## src/rtl/muldiv_if.sv

```systemverilog
// Handshake and result bus for the multiply/divide unit.
// Ports: start/op/a/b launch an operation; whi/wlo/wdata write HI/LO directly;
//        busy/done/hi/lo report status and results back to the pipeline.
interface muldiv_if;
    logic        start;
    logic [1:0]  op;
    logic [31:0] a;
    logic [31:0] b;
    logic        whi;
    logic        wlo;
    logic [31:0] wdata;
    logic        busy;
    logic        done;
    logic [31:0] hi;
    logic [31:0] lo;

    modport master (
        output start, op, a, b, whi, wlo, wdata,
        input  busy, done, hi, lo
    );

    modport slave (
        input  start, op, a, b, whi, wlo, wdata,
        output busy, done, hi, lo
    );
endinterface

```

## src/rtl/muldiv_unit.sv

```systemverilog
// Iterative 32x32 multiply / divide unit with HI/LO result registers.
// Latency: done 33 cycles after an accepted start; 2 cycles for divide-by-zero or disabled divide.
// Backpressure: busy=1 while an operation runs; start/whi/wlo are ignored until busy drops.
//
// Ports: clk, rstn (async active-low); bus (muldiv_if.slave): start, op, a, b,
//        whi, wlo, wdata in; busy, done, hi, lo out.
// op: 00 MULT, 01 MULTU, 10 DIV, 11 DIVU.
// Build option: define MULDIV_DIV_EN to include the divider; without it DIV/DIVU
// finish in 2 cycles writing hi=lo=0.
module muldiv_unit (
    input  logic    clk,
    input  logic    rstn,
    muldiv_if.slave bus
);
    typedef enum logic [1:0] {IDLE = 2'd0, ITER = 2'd1, FIX = 2'd2} state_t;

    state_t      state, state_nxt;
    logic [1:0]  op_q;
    logic        sa_q, sb_q, byp_q;
    logic [5:0]  cnt;
    logic [63:0] acc;      // product accumulator, or {remainder, quotient} for divide
    logic [63:0] wa;       // shifted multiplicand, or divisor in the low word
    logic [31:0] wb;       // multiplier, consumed one bit per step
    logic [31:0] hi_q, lo_q;
    logic        done_q;

    logic        accept, sgn_in, is_div_in, byp_in, sgn_q;
    logic [31:0] mag_a, mag_b;
    logic [63:0] acc_mul, prod;
    logic [31:0] res_hi, res_lo;

    assign accept    = (state == IDLE) && bus.start;
    assign sgn_in    = ~bus.op[0];
    assign is_div_in = bus.op[1];
    assign mag_a     = (sgn_in && bus.a[31]) ? (32'd0 - bus.a) : bus.a;
    assign mag_b     = (sgn_in && bus.b[31]) ? (32'd0 - bus.b) : bus.b;
    assign sgn_q     = ~op_q[0];
    assign acc_mul   = acc + (wb[0] ? wa : 64'd0);

`ifdef MULDIV_DIV_EN
    // Restoring step: shift {rem,quo} left, try subtracting the divisor from the
    // 33-bit shifted remainder, keep the difference when it does not borrow.
    logic [32:0] div_diff;
    logic [63:0] acc_div;
    assign div_diff = acc[63:31] - {1'b0, wa[31:0]};
    assign acc_div  = div_diff[32] ? {acc[62:0], 1'b0}
                                   : {div_diff[31:0], acc[30:0], 1'b1};
    assign byp_in   = is_div_in && (bus.b == 32'd0);
`else
    // Divide ops skip iteration entirely and produce zeros.
    assign byp_in   = is_div_in;
`endif

    always_ff @(posedge clk or negedge rstn) begin
        if (!rstn) state <= IDLE;
        else       state <= state_nxt;
    end

    always_comb begin
        state_nxt = state;
        case (state)
            IDLE:    if (bus.start) state_nxt = ITER;
            ITER:    if (byp_q || (cnt == 6'd31)) state_nxt = FIX;
            FIX:     state_nxt = IDLE;
            default: state_nxt = IDLE;
        endcase
    end

    // Sign fix-up of the unsigned magnitude result.
    always_comb begin
        prod   = (sgn_q && (sa_q ^ sb_q)) ? (64'd0 - acc) : acc;
        res_hi = prod[63:32];
        res_lo = prod[31:0];
        if (op_q[1]) begin
`ifdef MULDIV_DIV_EN
            if (byp_q) begin
                // acc low word still holds |a|; restoring the sign recovers a.
                res_lo = 32'hFFFF_FFFF;
                res_hi = (sgn_q && sa_q) ? (32'd0 - acc[31:0]) : acc[31:0];
            end else begin
                res_lo = (sgn_q && (sa_q ^ sb_q)) ? (32'd0 - acc[31:0])  : acc[31:0];
                res_hi = (sgn_q && sa_q)          ? (32'd0 - acc[63:32]) : acc[63:32];
            end
`else
            res_hi = 32'd0;
            res_lo = 32'd0;
`endif
        end
    end

    always_ff @(posedge clk or negedge rstn) begin
        if (!rstn) begin
            op_q  <= 2'd0;
            sa_q  <= 1'b0;
            sb_q  <= 1'b0;
            byp_q <= 1'b0;
            cnt   <= 6'd0;
            acc   <= 64'd0;
            wa    <= 64'd0;
            wb    <= 32'd0;
        end else if (accept) begin
            op_q  <= bus.op;
            sa_q  <= bus.a[31];
            sb_q  <= bus.b[31];
            byp_q <= byp_in;
            cnt   <= 6'd0;
            if (is_div_in) begin
                acc <= {32'd0, mag_a};
                wa  <= {32'd0, mag_b};
                wb  <= 32'd0;
            end else begin
                acc <= 64'd0;
                wa  <= {32'd0, mag_a};
                wb  <= mag_b;
            end
        end else if (state == ITER) begin
            cnt <= cnt + 6'd1;
            if (!byp_q) begin
                if (!op_q[1]) begin
                    acc <= acc_mul;
                    wa  <= {wa[62:0], 1'b0};
                    wb  <= {1'b0, wb[31:1]};
                end
`ifdef MULDIV_DIV_EN
                else begin
                    acc <= acc_div;
                end
`endif
            end
        end
    end

    // HI/LO: direct writes only while idle (same-cycle start is still accepted);
    // the FIX cycle overwrites both with the result.
    always_ff @(posedge clk or negedge rstn) begin
        if (!rstn) begin
            hi_q   <= 32'd0;
            lo_q   <= 32'd0;
            done_q <= 1'b0;
        end else begin
            done_q <= 1'b0;
            if (state == IDLE) begin
                if (bus.whi) hi_q <= bus.wdata;
                if (bus.wlo) lo_q <= bus.wdata;
            end else if (state == FIX) begin
                hi_q   <= res_hi;
                lo_q   <= res_lo;
                done_q <= 1'b1;
            end
        end
    end

    assign bus.busy = (state != IDLE);
    assign bus.done = done_q;
    assign bus.hi   = hi_q;
    assign bus.lo   = lo_q;
endmodule

```

## src/flat_wrapper.sv

```systemverilog
// flat-port wrapper written by rule: the top's interface ports become plain ports
module muldiv_unit_flat 
  (clk, rstn, bus_start, bus_op, bus_a, bus_b, bus_whi, bus_wlo, bus_wdata, bus_busy, bus_done, bus_hi, bus_lo);
  muldiv_if bus_i ();
  input  logic clk;
  input  logic rstn;
  input wire logic [$bits(bus_i.start)-1:0] bus_start;
  input wire logic [$bits(bus_i.op)-1:0] bus_op;
  input wire logic [$bits(bus_i.a)-1:0] bus_a;
  input wire logic [$bits(bus_i.b)-1:0] bus_b;
  input wire logic [$bits(bus_i.whi)-1:0] bus_whi;
  input wire logic [$bits(bus_i.wlo)-1:0] bus_wlo;
  input wire logic [$bits(bus_i.wdata)-1:0] bus_wdata;
  output wire logic [$bits(bus_i.busy)-1:0] bus_busy;
  output wire logic [$bits(bus_i.done)-1:0] bus_done;
  output wire logic [$bits(bus_i.hi)-1:0] bus_hi;
  output wire logic [$bits(bus_i.lo)-1:0] bus_lo;
  assign bus_i.start = bus_start;
  assign bus_i.op = bus_op;
  assign bus_i.a = bus_a;
  assign bus_i.b = bus_b;
  assign bus_i.whi = bus_whi;
  assign bus_i.wlo = bus_wlo;
  assign bus_i.wdata = bus_wdata;
  assign bus_busy = bus_i.busy;
  assign bus_done = bus_i.done;
  assign bus_hi = bus_i.hi;
  assign bus_lo = bus_i.lo;
  muldiv_unit u_core (.clk(clk), .rstn(rstn), .bus(bus_i));
endmodule
```

## config.mk

```make
export PLATFORM = sky130hd
export DESIGN_NAME = muldiv_unit_flat
export DESIGN_NICKNAME = d
export VERILOG_FILES = /design/src/rtl/muldiv_if.sv /design/src/rtl/muldiv_unit.sv /design/src/flat_wrapper.sv
export SDC_FILE = /design/constraint.sdc
export NUM_CORES = 1
export LEC_CHECK = 0
export CORE_MARGIN = 5
export CORE_UTILIZATION = 40
export CTS_BUF_LIST = sky130_fd_sc_hd__clkbuf_4
export DETAILED_ROUTE_END_ITERATION = 16
export GPL_TIMING_DRIVEN = 1
export PLACE_DENSITY = 0.63
export SKIP_LAST_GASP = 1
export SLEW_MARGIN = 20
export SYNTH_ARGS = -nofsm -noshare
export SYNTH_HDL_FRONTEND = slang
export SYNTH_SLANG_ARGS = --single-unit
export TNS_END_PERCENT = 100
```

## constraint.sdc

```tcl
create_clock -name clk -period 3.5 [get_ports clk]
set_clock_uncertainty 0.15 [all_clocks]
set_input_delay 0.35 -clock clk [delete_from_list [all_inputs] [get_ports clk]]
set_output_delay 0.35 -clock clk [all_outputs]
set_load 0.02 [all_outputs]
```

Word level (Yosys, flattened, before mapping) --
Index checks and enable logic that the tools add are counted.
Storage, ports and cells: output and inout bits 66, flip-flop bits (word level) 238, word-level logic and storage cells 76, bits of input ports 103
Operators by class: multiplexer cells 34, add/subtract/negate cells 5, reduce and logical (&&, ||, !) cells 13, bitwise gates (word level) 3, equality and inequality tests 9
Operators by type and width (number):
- 64-bit two-way mux | 10
- 32-bit two-way mux | 17
- 64-bit adder | 1
- 1-bit by 32-bit subtractor with 32-bit output, first input constant | 2
- 1-bit by 64-bit subtractor with 64-bit output, first input constant | 1
- 6-bit two-way mux | 2
- 2-bit inequality test, second input constant | 5
- 6-bit by 1-bit adder with 6-bit output, second input constant | 1
- 6-bit by 5-bit equality test with 1-bit output, second input constant | 1
- 2-bit AND reduction | 3
- 2-bit nonzero test | 3
- 1-bit logical AND | 4
- 2-bit two-way mux | 2
- 2-bit one-hot mux with 2 select lines | 1
- 3-bit AND reduction | 1
- 2-bit by 1-bit equality test with 1-bit output, second input constant | 1
- 2-bit equality test, second input constant | 1
- 2-bit zero test | 1
- 1-bit two-way mux | 2
- 2-bit by 1-bit inequality test with 1-bit output, second input constant | 1
- 1-bit NOT | 2
- 1-bit logical OR | 1
- 1-bit bitwise XOR | 1

Longest topological paths before layout --
depth after elaboration 6, mapped depth 15, gate-level depth less buffers 13

Worst setup path after synthesis --
No wires, ideal clock.
kind flip-flop to flip-flop, start reg u_core.wb[0], end reg u_core.acc[49], period minus slack after synthesis 3.557 ns, path slack -0.057 ns, setup time 0.130 ns, arrival time 3.277 ns, data required time 3.220 ns, stages on the path, launching flop included 15, buffers on the path 3, cell sequence dfrtp_1 -> clkbuf_1 -> clkbuf_1 -> and2_1 -> ha_1 -> buf_2 -> nand4_1 -> o41a_1 -> o21ai_2 -> a21oi_1 -> o41ai_2 -> or4b_1 -> o21ai_1 -> xnor2_1 -> o21ai_1
Between the ends: longest elaborated chain between the ends 6
Ends and longest elaborated chain:
- start: declaration | line muldiv_unit.sv:23 | logic [31:0] wb;
- start signal: assignment | line muldiv_unit.sv:114 | wb <= mag_b;
- start signal: assignment | line muldiv_unit.sv:122 | wb <= {1'b0, wb[31:1]};
- 64-bit two-way mux | line muldiv_unit.sv:38 | assign acc_mul = acc + (wb[0] ? wa : 64'd0);
- 64-bit adder | line muldiv_unit.sv:38
- 64-bit two-way mux | line muldiv_unit.sv:119 | if (!op_q[1]) begin
- 64-bit two-way mux | line muldiv_unit.sv:118 | if (!byp_q) begin
- 64-bit two-way mux | line muldiv_unit.sv:116 | end else if (state == ITER) begin
- 64-bit two-way mux | line muldiv_unit.sv:101 | end else if (accept) begin
- end signal: assignment | line muldiv_unit.sv:108 | acc <= {32'd0, mag_a};
- end signal: assignment | line muldiv_unit.sv:120 | acc <= acc_mul;
- end: declaration | line muldiv_unit.sv:21 | logic [63:0] acc;
Every way passes these cells. The select of a mux whose other input is x is not followed. A chain may end at the register's enable or synchronous reset.

Worst setup path in the final report --
Ends and elaborated chain as after synthesis.

==> impl_metrics.json <==
{
  "status": "finished, violations left",
  "failed_checks": "negative setup slack",
  "num_io_pins": 169,
  "floorplan.die_area_mm2": 0.0463,
  "drv_slew": 0,
  "min_path_type": "in2async",
  "fin_util_pct": 53.2,
  "fin_setup_tns_ns": -0.152,
  "postSynth.asyncResetShare_pct": 100,
  "horiz_die_dim_um": 215,
  "power.ir.vdd_worst_v": 0.000158,
  "synth_seq_area_share_pct": 35.2,
  "netlist_top_cells_area": "sky130_fd_sc_hd__dfrtp_1 (35%), sky130_fd_sc_hd__xnor2_1 (5.9%), sky130_fd_sc_hd__nand2_1 (5.7%)",
  "cts_htree_levels": 3,
  "hold_violations": 0,
  "cp-start-kind": "flop",
  "hold_slack_ns": 0.0720,
  "grt_pass1_wl_um": 91600,
  "pre_cts_ws_ns": -0.119,
  "clk_path_buf_depth": 3,
  "synth_seq_cells": 237,
  "num_rows": 75,
  "starting_density_pct": 40.3,
  "syn-mean-instance-area_um2": 8.38,
  "synth-main-ff-cell": "sky130_fd_sc_hd__dfrtp_1",
  "synth-edff-count": 0,
  "timing.max_slew.rel_slack_pct": 37.8,
  "arrival_ns": 3.99,
  "cts-buffers-inserted": 68,
  "timing.rr.start": "u_core.wb[0]$_DFFE_PN0P_",
  "synth.lib_cells_used.distinct": 71,
  "synthDominantAreaCellType": "sky130_fd_sc_hd__dfrtp_1",
  "grt_usage_pct": 24.4,
  "layout_worst_path_cycle_share_pct": 102,
  "number_of_clock_sinks": 237,
  "insertion_delay_ns": 0.73,
  "crit_path_end_kind": "flop",
  "number_of_warnings_issued_by_yosys": 0,
  "worst_slack_ns": -0.0668,
  "drc": 0,
  "syn_to_final_growth_pct": 31.9,
  "hpwlAfterDp_um": 44400,
  "gp_routability_congestion": 0.971,
  "initial_antenna_violation_count": 2,
  "finalNetCount": 2521,
  "grt_max_degree": 108,
  "fraction_of_layout_cells_with_a_size_suffix_above_1_pct": 20.4,
  "layout_commonest_cell": "sky130_fd_sc_hd__nand2_1",
  "wirelength_um": 59100,
  "max_cap_viol_count": 0,
  "worst_path_largest_cell_delay_ns": 0.52,
  "first_global_vias": 16500,
  "powerDensity_mw_per_mm2": 276,
  "netlist_area_before_placement_mm2": 0.0168,
  "dieHeight_um": 215,
  "drt-wirelength-per-cell_um": 20.1,
  "drt_iter0_markers": 1353,
  "final-setup-viol-count": 5,
  "dr_total_vias": 16700,
  "clk_root_buffer_cell": "sky130_fd_sc_hd__clkbuf_4",
  "netlist.area_leader.share_pct": 35.2,
  "core_area_mm2": 0.0418,
  "mapped_cells": 2009,
  "power_total_mw": 6.12,
  "crit_slowest_cell": "sky130_fd_sc_hd__or4b_4",
  "drt_first_pass_iters": 8,
  "ant_nets": 0,
  "port_buffers": 168,
  "overflow": 0,
  "max_clock_freq_ghz": 0.280,
  "cp.required_ns": 3.92,
  "crit_path_max_fanout": 7,
  "synthesis.nets": 2180,
  "crit_path_cell_trace": "buf_4, clkbuf_16, and2_1, ha_1, nand2_2, o41ai_2, a21oi_2, o21ai_4, a21oi_4, o41ai_4, or4b_4, o21ai_2, xnor2_1, o21ai_1",
  "setup.worst_path.start": "u_core.wb[0]$_DFFE_PN0P_",
  "clock_tree_from_tritoncts": "yes",
  "worstSetupPathType": "reg2reg",
  "clk_transition_reported_paths_ns": 0.07,
  "drt-vias-per-instance": 5.68,
  "period_minus_slack_ns": 3.57,
  "power.static_leakage_nw": 9.87,
  "leading_cell_types_in_the_layout_fill_and_taps_excluded": "sky130_fd_sc_hd__nand2_1 (250), sky130_fd_sc_hd__dfrtp_1 (236), sky130_fd_sc_hd__buf_4 (218), sky130_fd_sc_hd__clkdlybuf4s50_1 (166), sky130_fd_sc_hd__a21oi_1 (157)",
  "timing_worst_slew_pin_value_ns": 0.933,
  "setup_repair_after_global_routing_missed_its_margin": "yes"
}
per-stage QoR:
| stage | cells | instance area [um2] |
|---|---|---|
| 4_1_cts | 2920 | 21500 |
| 6_report | 2941 | 22200 |
| 3_3_place_gp | 2798 | 20400 |
| 2_1_floorplan | 2009 | 16900 |
| 3_5_place_dp | 2798 | 20400 |
| 5_1_grt | 2941 | 22200 |
Yosys cell counts (54+ instances only):
cell,n
sky130_fd_sc_hd__and2_1,70
sky130_fd_sc_hd__o22ai_1,54
sky130_fd_sc_hd__a21oi_1,180
sky130_fd_sc_hd__nor2_1,160
sky130_fd_sc_hd__xnor2_1,113
sky130_fd_sc_hd__o21ai_0,113
sky130_fd_sc_hd__mux2i_1,56
sky130_fd_sc_hd__ha_1,67
sky130_fd_sc_hd__nand2_1,256
sky130_fd_sc_hd__dfrtp_1,237
sky130_fd_sc_hd__clkbuf_1,120
sky130_fd_sc_hd__xor2_1,69
power breakdown:
group          internal [mW]  leakage [nW]  total, mW  switching (mW)
Sequential              2.75          3.00       2.76         0.00759
Clock                   1.57         0.544       2.83            1.26
Combinational          0.231          6.33      0.537           0.306
Total                   4.55          9.87       6.12            1.58
area by class of cell:
cell class	count	area (um2)
antenna	3	7.51
timing repair buffer	400	3560
clock inverter	15	138
multi-input combinational	1610	11000
sequential	237	5930
inverter	33	124
tap	539	674
fill	3810	19600
clock buffer	104	781
timing repair:
| action | 4_1_cts | 5_1_grt |
|---|---|---|
| buffers inserted | 1 | 16 |
| endpoints found under the hold margin | 237 | 0 |
| endpoints found under the setup margin | 18 | 48 |
| hold buffers | 2 | 0 |
| pin swaps | 2 | 17 |
| cloned | 0 | 2 |
| gates resized for setup | 22 | 107 |
per-layer routing:
metal | global-route usage (%) | vias to the layer above | share of wire (%)
li1 | - | 7974 | -
met1 | 35.9 | 7913 | 47
met2 | 34.9 | 704 | 41
met3 | 5.07 | 123 | 7.8
met4 | 10.1 | 2 | 4.1
met5 | 0 | - | 0.068
flip-flops by register name, summed over array words and instances, names as in the netlist:
name             count
u_core.sb_q          1
u_core.wb           32
u_core.bus.done      1
u_core.acc          64
u_core.sa_q          1
u_core.cnt           6
u_core.state         2
u_core.op_q          2
u_core.bus.hi       32
u_core.wa           64
u_core.bus.lo       32
final timing paths:
path,endpoint,slack (ns),depth (start not counted)
worst max-delay path,u_core.acc[49]$_DFFE_PN0P_,-0.07,14
worst min-delay path,u_core.bus.hi[6]$_DFFE_PN0P_,0.07,3
worst max register to register,u_core.acc[49]$_DFFE_PN0P_,-0.07,14
worst min register to register,u_core.bus.lo[10]$_DFFE_PN0P_,0.33,2
max in group asynchronous,u_core.wa[44]$_DFFE_PN0P_,2.53,3
min in group clk,u_core.sa_q$_DFFE_PN0P_,0.16,3
cells by family after synthesis:
| group | Yosys count | share of synthesized area, % |
|---|---|---|
| adders and majority gates | 68 | 5.10 |
| buffers and inverters | 162 | 3.66 |
| muxes | 73 | 4.46 |
| DFF | 237 | 35.2 |
| xor gates and xnor gates | 182 | 9.46 |
| and+or+nand+nor | 657 | 18.6 |
| AOI/OAI and AO/OA | 630 | 23.5 |
critical path: cells and delay by family (launching register included):
family                   cells  cell delay [ns]
flip-flops                   1             0.43
AO/OA/AOI/OAI                7             1.19
AND/OR/NAND/NOR              3             0.83
XOR/XNOR                     1             0.13
adder cells (fa/ha/maj)      1             0.37
buffers and inverters        2             0.31
Note: power is estimated with default switching activity, not from simulation.
